## config.mk

```make
export PLATFORM = sky130hd
export DESIGN_NAME = interrupt_controller_flat
export DESIGN_NICKNAME = d
export VERILOG_FILES = /design/src/rtl/interrupt_controller_if.sv /design/src/rtl/interrupt_controller.sv /design/src/flat_wrapper.sv
export SDC_FILE = /design/constraint.sdc
export NUM_CORES = 1
export LEC_CHECK = 0
export BUFFER_PORTS_ARGS = -buffer_cell sky130_fd_sc_hd__buf_2
export CAP_MARGIN = 20
export CORE_ASPECT_RATIO = 1.1
export CORE_MARGIN = 2
export CORE_UTILIZATION = 50
export DETAILED_ROUTE_END_ITERATION = 7
export PLACE_DENSITY = 0.81
export REMOVE_ABC_BUFFERS = 1
export SYNTH_ARGS = -nofsm -noshare
export SYNTH_HDL_FRONTEND = slang
export SYNTH_SLANG_ARGS = --single-unit
```

## constraint.sdc

```tcl
create_clock -name clk -period 3.9 [get_ports clk]
set_input_delay 1.17 -clock clk [delete_from_list [all_inputs] [get_ports clk]]
set_output_delay 1.17 -clock clk [all_outputs]
set_load 0.02 [all_outputs]
```

## src/rtl/interrupt_controller_if.sv

```systemverilog
// Signal bundle between the core (master) and the interrupt controller (slave):
// request lines, context for the stack pushes, push handshake and fetch control.
interface interrupt_controller_if #(
  parameter int unsigned N_IRQ  = 4,
  parameter int unsigned DATA_W = 16,
  parameter int unsigned PC_W   = 32
);
  logic [N_IRQ-1:0]  irq;
  logic [N_IRQ-1:0]  irq_mask;
  logic [PC_W-1:0]   pc_resume;
  logic [2:0]        flags_in;
  logic              rti;
  logic              push_ready;
  logic              push_valid;
  logic [DATA_W-1:0] push_data;
  logic              stall_fetch;
  logic              flush_fetch;
  logic              pc_load;
  logic [PC_W-1:0]   pc_load_value;
  logic [N_IRQ-1:0]  ack;
  logic              busy;

  modport master (
    output irq, irq_mask, pc_resume, flags_in, rti, push_ready,
    input  push_valid, push_data, stall_fetch, flush_fetch, pc_load,
           pc_load_value, ack, busy
  );

  modport slave (
    input  irq, irq_mask, pc_resume, flags_in, rti, push_ready,
    output push_valid, push_data, stall_fetch, flush_fetch, pc_load,
           pc_load_value, ack, busy
  );
endinterface

```

## src/rtl/interrupt_controller.sv

```systemverilog
// Edge-triggered, fixed-priority interrupt controller: drains the pipeline, pushes
// PC (high, low) and flags onto the stack, then loads the vector address and acks.
module interrupt_controller #(
  parameter int unsigned     N_IRQ        = 4,
  parameter int unsigned     DATA_W       = 16,
  parameter int unsigned     PC_W         = 32,
  parameter int unsigned     DRAIN_CYCLES = 3,
  parameter logic [PC_W-1:0] VEC_BASE     = '0,
  parameter int unsigned     VEC_STRIDE   = 2
) (
  input logic                   clk,
  input logic                   rst,
  interrupt_controller_if.slave bus
);
  localparam int unsigned      SEL_W    = (N_IRQ > 1) ? $clog2(N_IRQ) : 1;
  localparam int unsigned      CNT_W    = 4;
  localparam logic [CNT_W-1:0] CNT_LOAD = CNT_W'(DRAIN_CYCLES - 1);

  typedef enum logic [2:0] {
    S_IDLE,
    S_DRAIN,
    S_PUSH_HI,
    S_PUSH_LO,
    S_PUSH_FLG,
    S_VECTOR
  } state_e;

  state_e             state_q, state_d;
  logic [N_IRQ-1:0]   irq_q;
  logic [N_IRQ-1:0]   pending_q, pending_d;
  logic [N_IRQ-1:0]   rise;
  logic [N_IRQ-1:0]   eligible;
  logic               armed_q;
  logic               ie_q, ie_d;
  logic [SEL_W-1:0]   sel_q, sel_d;
  logic [SEL_W-1:0]   winner;
  logic               found;
  logic [CNT_W-1:0]   cnt_q, cnt_d;
  logic [PC_W-1:0]    pc_q;
  logic [2:0]         flg_q;
  logic               leave_idle;
  logic               drain_done;

  logic               push_valid;
  logic [DATA_W-1:0]  push_data;
  logic               stall_fetch;
  logic               flush_fetch;
  logic               pc_load;
  logic [PC_W-1:0]    pc_load_value;
  logic [N_IRQ-1:0]   ack;
  logic               busy;

  // The first edge after reset only primes irq_q, so a line held high through reset
  // needs a fresh low-to-high transition before it counts as a request.
  assign rise       = armed_q ? (bus.irq & ~irq_q) : '0;
  assign eligible   = ie_q ? (pending_q & bus.irq_mask) : '0;
  assign leave_idle = (state_q == S_IDLE) && (|eligible);
  assign drain_done = (state_q == S_DRAIN) && (cnt_q == '0);
  assign pending_d  = (pending_q & ~ack) | rise;

  always_comb begin
    winner = '0;
    found  = 1'b0;
    for (int unsigned i = 0; i < N_IRQ; i++) begin
      if (eligible[i] && !found) begin
        winner = SEL_W'(i);
        found  = 1'b1;
      end
    end
  end

  always_comb begin
    sel_d = leave_idle ? winner : sel_q;
    cnt_d = cnt_q;
    if (leave_idle) begin
      cnt_d = CNT_LOAD;
    end else if ((state_q == S_DRAIN) && (cnt_q != '0)) begin
      cnt_d = cnt_q - 1'b1;
    end
    ie_d = ie_q;
    if (leave_idle) begin
      ie_d = 1'b0;
    end else if (bus.rti) begin
      ie_d = 1'b1;
    end
  end

  always_ff @(posedge clk or posedge rst) begin
    if (rst) begin
      irq_q     <= '0;
      armed_q   <= 1'b0;
      pending_q <= '0;
      ie_q      <= 1'b1;
      sel_q     <= '0;
      cnt_q     <= '0;
      pc_q      <= '0;
      flg_q     <= '0;
    end else begin
      irq_q     <= bus.irq;
      armed_q   <= 1'b1;
      pending_q <= pending_d;
      ie_q      <= ie_d;
      sel_q     <= sel_d;
      cnt_q     <= cnt_d;
      if (drain_done) begin
        pc_q  <= bus.pc_resume;
        flg_q <= bus.flags_in;
      end
    end
  end

  always_ff @(posedge clk or posedge rst) begin
    if (rst) begin
      state_q <= S_IDLE;
    end else begin
      state_q <= state_d;
    end
  end

  always_comb begin
    state_d = state_q;
    unique case (state_q)
      S_IDLE:     if (|eligible)      state_d = S_DRAIN;
      S_DRAIN:    if (cnt_q == '0)    state_d = S_PUSH_HI;
      S_PUSH_HI:  if (bus.push_ready) state_d = S_PUSH_LO;
      S_PUSH_LO:  if (bus.push_ready) state_d = S_PUSH_FLG;
      S_PUSH_FLG: if (bus.push_ready) state_d = S_VECTOR;
      S_VECTOR:                       state_d = S_IDLE;
      default:                        state_d = S_IDLE;
    endcase
  end

  always_comb begin
    push_valid    = 1'b0;
    push_data     = '0;
    stall_fetch   = 1'b0;
    flush_fetch   = 1'b0;
    pc_load       = 1'b0;
    pc_load_value = '0;
    ack           = '0;
    busy          = (state_q != S_IDLE);
    stall_fetch   = (state_q != S_IDLE);
    unique case (state_q)
      S_DRAIN: begin
        flush_fetch = (cnt_q == CNT_LOAD);
      end
      S_PUSH_HI: begin
        push_valid = 1'b1;
        push_data  = pc_q[PC_W-1:DATA_W];
      end
      S_PUSH_LO: begin
        push_valid = 1'b1;
        push_data  = pc_q[DATA_W-1:0];
      end
      S_PUSH_FLG: begin
        push_valid = 1'b1;
        push_data  = DATA_W'(flg_q);
      end
      S_VECTOR: begin
        pc_load       = 1'b1;
        pc_load_value = VEC_BASE + (PC_W'(sel_q) * PC_W'(VEC_STRIDE));
        for (int unsigned i = 0; i < N_IRQ; i++) begin
          ack[i] = (sel_q == SEL_W'(i));
        end
      end
      default: ;
    endcase
  end

  assign bus.push_valid    = push_valid;
  assign bus.push_data     = push_data;
  assign bus.stall_fetch   = stall_fetch;
  assign bus.flush_fetch   = flush_fetch;
  assign bus.pc_load       = pc_load;
  assign bus.pc_load_value = pc_load_value;
  assign bus.ack           = ack;
  assign bus.busy          = busy;
endmodule

```

## src/flat_wrapper.sv

```systemverilog
// flat-port wrapper written by rule: the top's interface ports become plain ports
module interrupt_controller_flat 
#(
  parameter int unsigned     N_IRQ        = 4,
  parameter int unsigned     DATA_W       = 16,
  parameter int unsigned     PC_W         = 32,
  parameter int unsigned     DRAIN_CYCLES = 3,
  parameter logic [PC_W-1:0] VEC_BASE     = '0,
  parameter int unsigned     VEC_STRIDE   = 2
)
  (clk, rst, bus_irq, bus_irq_mask, bus_pc_resume, bus_flags_in, bus_rti, bus_push_ready, bus_push_valid, bus_push_data, bus_stall_fetch, bus_flush_fetch, bus_pc_load, bus_pc_load_value, bus_ack, bus_busy);
  interrupt_controller_if #(.N_IRQ(N_IRQ), .DATA_W(DATA_W), .PC_W(PC_W)) bus_i ();
  input logic clk;
  input logic rst;
  input wire logic [$bits(bus_i.irq)-1:0] bus_irq;
  input wire logic [$bits(bus_i.irq_mask)-1:0] bus_irq_mask;
  input wire logic [$bits(bus_i.pc_resume)-1:0] bus_pc_resume;
  input wire logic [$bits(bus_i.flags_in)-1:0] bus_flags_in;
  input wire logic [$bits(bus_i.rti)-1:0] bus_rti;
  input wire logic [$bits(bus_i.push_ready)-1:0] bus_push_ready;
  output wire logic [$bits(bus_i.push_valid)-1:0] bus_push_valid;
  output wire logic [$bits(bus_i.push_data)-1:0] bus_push_data;
  output wire logic [$bits(bus_i.stall_fetch)-1:0] bus_stall_fetch;
  output wire logic [$bits(bus_i.flush_fetch)-1:0] bus_flush_fetch;
  output wire logic [$bits(bus_i.pc_load)-1:0] bus_pc_load;
  output wire logic [$bits(bus_i.pc_load_value)-1:0] bus_pc_load_value;
  output wire logic [$bits(bus_i.ack)-1:0] bus_ack;
  output wire logic [$bits(bus_i.busy)-1:0] bus_busy;
  assign bus_i.irq = bus_irq;
  assign bus_i.irq_mask = bus_irq_mask;
  assign bus_i.pc_resume = bus_pc_resume;
  assign bus_i.flags_in = bus_flags_in;
  assign bus_i.rti = bus_rti;
  assign bus_i.push_ready = bus_push_ready;
  assign bus_push_valid = bus_i.push_valid;
  assign bus_push_data = bus_i.push_data;
  assign bus_stall_fetch = bus_i.stall_fetch;
  assign bus_flush_fetch = bus_i.flush_fetch;
  assign bus_pc_load = bus_i.pc_load;
  assign bus_pc_load_value = bus_i.pc_load_value;
  assign bus_ack = bus_i.ack;
  assign bus_busy = bus_i.busy;
  interrupt_controller #(.N_IRQ(N_IRQ), .DATA_W(DATA_W), .PC_W(PC_W), .DRAIN_CYCLES(DRAIN_CYCLES), .VEC_BASE(VEC_BASE), .VEC_STRIDE(VEC_STRIDE)) u_core (.clk(clk), .rst(rst), .bus(bus_i));
endmodule
```

==> flow_summary.json <==
{
  "status": "finished clean",
  "dp.cells": 379,
  "die-area_um2": 6260,
  "cp_max_fo": 14,
  "cts_tree": "done",
  "hp-class": "flip-flop to flip-flop",
  "cp.arrival_ps": 2010,
  "critPathRequiredTime_ps": 2730,
  "setup_viol": 0,
  "numCtsBuffers": 5,
  "yosysWarnings": 0,
  "clkLatencyLatePin_ps": 300,
  "critPathKind": "flip-flop to primary output",
  "drv_cap": 0,
  "slew_headroom": 0.262,
  "combPwrFrac": 0.453,
  "power_density_nw_per_um2": 825,
  "synth_xor_area_frac": 0.00621,
  "io_buffers": 73,
  "cp-start-kind": "flip-flop",
  "io_pins": 104,
  "yosys.area_share.simple": 0.0962,
  "slew_violations": 0,
  "gp_congestion": 0.724,
  "antenna_found_initial": 0,
  "netlist_instances": 239,
  "grt_pass1_vias": 1816,
  "yosysUniqueCellTypes": 37,
  "clock_path_buffers": 2,
  "peakVddDrop_mv": 0.424,
  "grt_setup_unrepaired": "false",
  "htreeDepth": 2,
  "synth_top_family_by_area": "multiplexers",
  "pwr-share-clk": 0.167,
  "synthMuxAreaShare": 0.240,
  "initial_core_util": 0.520,
  "syn_to_final_growth_pct": 16.0,
  "die_width_um": 75.6,
  "dp.final_hpwl_um": 3810,
  "syn_area_um2": 2820,
  "end_kind": "primary output",
  "grt_max_degree": 45,
  "crit_chain": "or3b_1, nor3_2, and2_1, buf_2",
  "wl_per_cell_um": 13.1,
  "critPathBufInv": 1,
  "synth_compound_area_frac": 0.0479,
  "grt_usage": 0.170,
  "antenna_left": 0,
  "drtIter0Drc": 52,
  "seqPwrFrac": 0.379,
  "postCtsHoldBufs": 0,
  "tightest_slew_ps": 1100,
  "post_cts_buffers": 0,
  "nFillCells": 449,
  "hold_violations": 0,
  "max_stage_delay_ps": 710,
  "nNetsFinal": 361,
  "synth_seq_cells": 54,
  "switchingPower_uw": 992,
  "drive_gt1_frac": 0.397,
  "tns_ps": 0,
  "viasPerCell": 4.84,
  "post_cts_resized": 0,
  "layoutNonFillerInstCount": 387,
  "cts_sinks": 54,
  "grt_pass1_wl_um": 8180,
  "core_area_um2": 5430,
  "rows": 28,
  "fin_worst_skew_ps": 11.8,
  "root_buffer": "clkbuf_8",
  "min_period_ps": 3180,
  "crit_family": "simple AND/OR/NAND/NOR gates",
  "firstDrtPassIters": 5,
  "holdWs_ps": 439,
  "p_int_mw": 1.71,
  "route.vias.total": 1875,
  "cp_slowest_cell": "dfrtp_1",
  "finalCritPeriodShare": 0.815,
  "drc_errors": 0,
  "fmax_mhz": 315,
  "ys_seq_area_frac": 0.479,
  "wirelength_um": 5080,
  "power.leakage_nw": 1.78,
  "regToRegSetupSlack_ps": 1200,
  "die_y_um": 82.8,
  "path_clk_slew_ps": 100,
  "p_sw_frac": 0.368,
  "synth_adder_area_share": 0.0133,
  "syn_area_per_cell_um2": 11.8,
  "grt.overflow.total": 0,
  "num_antenna_cells": 0
}
[layer usage]
metal,track usage,up-vias,share of wire
li1,-,888,-
met1,0.227,884,0.44
met2,0.283,97,0.48
met3,0.0386,6,0.068
met4,0.0404,0,0.0061
met5,0,-,0
[cells by family after synthesis]
| family | count (synthesis) |
|---|---|
| adders and majority gates | 3 |
| buffers and inverters | 48 |
| AOI/OAI and AO/OA | 22 |
| muxes | 52 |
| xor gates and xnor gates | 2 |
| DFF | 54 |
| and+or+nand+nor | 56 |
| other | 2 |
[layout make-up]
class                           instances  area [µm²]  area share
Sequential cell                        54        1350       0.413
Inverter                                9        33.8      0.0103
Clock inverter                          2        60.1      0.0184
Clock buffer                            6        82.6      0.0252
Timing Repair Buffer                   75         393       0.120
Tap cell                               75        93.8      0.0287
Multi-Input combinational cell        166        1260       0.384
[flip-flops by register name (all words and copies together), names as in the netlist]
name,flops
u_core.armed_q,1
u_core.cnt_q,4
u_core.flg_q,3
u_core.ie_q,1
u_core.irq_q,4
u_core.pc_q,32
u_core.pending_q,4
u_core.sel_q,2
u_core.state_q,3
[through the flow]
stage                util  setup slack [ps]  area, µm²  total power, mW
finish              0.603               722       3270             2.70
global route        0.603               636       3270             2.88
CTS                 0.603               721       3270             2.72
detailed placement  0.576              1140       3130             2.26
global placement    0.573              1140       3110             2.20
floorplan               -               807       2640             1.92
[power groups by stage]
stage	Combinational (mW)	Sequential, mW	Clock (mW)
finish	1.22	1.02	0.452
global route	1.34	1.06	0.484
CTS	1.24	1.02	0.457
detailed placement	1.23	1.03	0
global placement	1.19	1.01	0
floorplan	0.939	0.978	0
[worst reg2reg max path, delay by kind of cell, from the launching register on]
kind | cells | cell delay (ps)
muxes | 1 | 570
and+or+nand+nor | 3 | 1300
DFF | 1 | 710
[cells in the mapped netlist]
master / count / share of area
conb_1: 2 / 0.0027
buf_4: 31 / 0.082
a211o_1: 2 / 0.0062
nand2_2: 1 / 0.0022
buf_1: 1 / 0.0013
and3_1: 1 / 0.0022
nor2_1: 23 / 0.031
and3b_1: 1 / 0.0031
nand2_1: 15 / 0.020
mux2_2: 6 / 0.024
inv_1: 9 / 0.012
a32oi_1: 1 / 0.0031
nor3_2: 1 / 0.0035
ha_1: 3 / 0.013
a22oi_1: 3 / 0.0080
nor2b_1: 1 / 0.0022
nor4_1: 1 / 0.0022
a21o_1: 1 / 0.0027
nand3b_1: 3 / 0.0080
o21ai_0: 11 / 0.020
or3_1: 2 / 0.0044
o22a_1: 1 / 0.0031
dfrtp_1: 53 / 0.47
nor3b_1: 2 / 0.0053
buf_6: 3 / 0.012
dfstp_2: 1 / 0.0093
xnor2_1: 2 / 0.0062
nor3_1: 1 / 0.0018
nand2b_1: 1 / 0.0022
or3b_1: 1 / 0.0031
or3b_2: 1 / 0.0031
a21oi_1: 3 / 0.0053
mux2_4: 30 / 0.16
buf_2: 2 / 0.0035
mux2i_1: 16 / 0.057
and2_1: 1 / 0.0022
clkbuf_1: 2 / 0.0027
[path summary, 6_finish.rpt]
check,start,end,cells past startpoint
hold / removal,u_core.irq_q[2],u_core.pending_q[2],1
hold reg to reg,u_core.irq_q[2],u_core.pending_q[2],1
min in group asynchronous,rst,u_core.pc_q[30],2
setup / recovery,u_core.state_q[0],bus_flush_fetch,4
setup reg to reg,u_core.state_q[0],u_core.pc_q[18],4
max in group asynchronous,rst,u_core.ie_q,3
[layout by cell type, fill, tap and decap left out, types with 2 or more instances in the layout]
cell,instances
clkbuf_8,6
a22oi_1,3
nand2_1,15
nand3b_1,3
inv_1,8
xnor2_1,2
nor3b_1,2
conb_1,31
buf_2,73
nor2_1,23
a21oi_1,3
a211o_1,2
mux2i_1,16
mux2_4,30
ha_1,3
dfrtp_1,53
bufinv_16,2
o21ai_0,11
mux2_2,6
or3_1,2
Power figures use the tool's default switching activity.
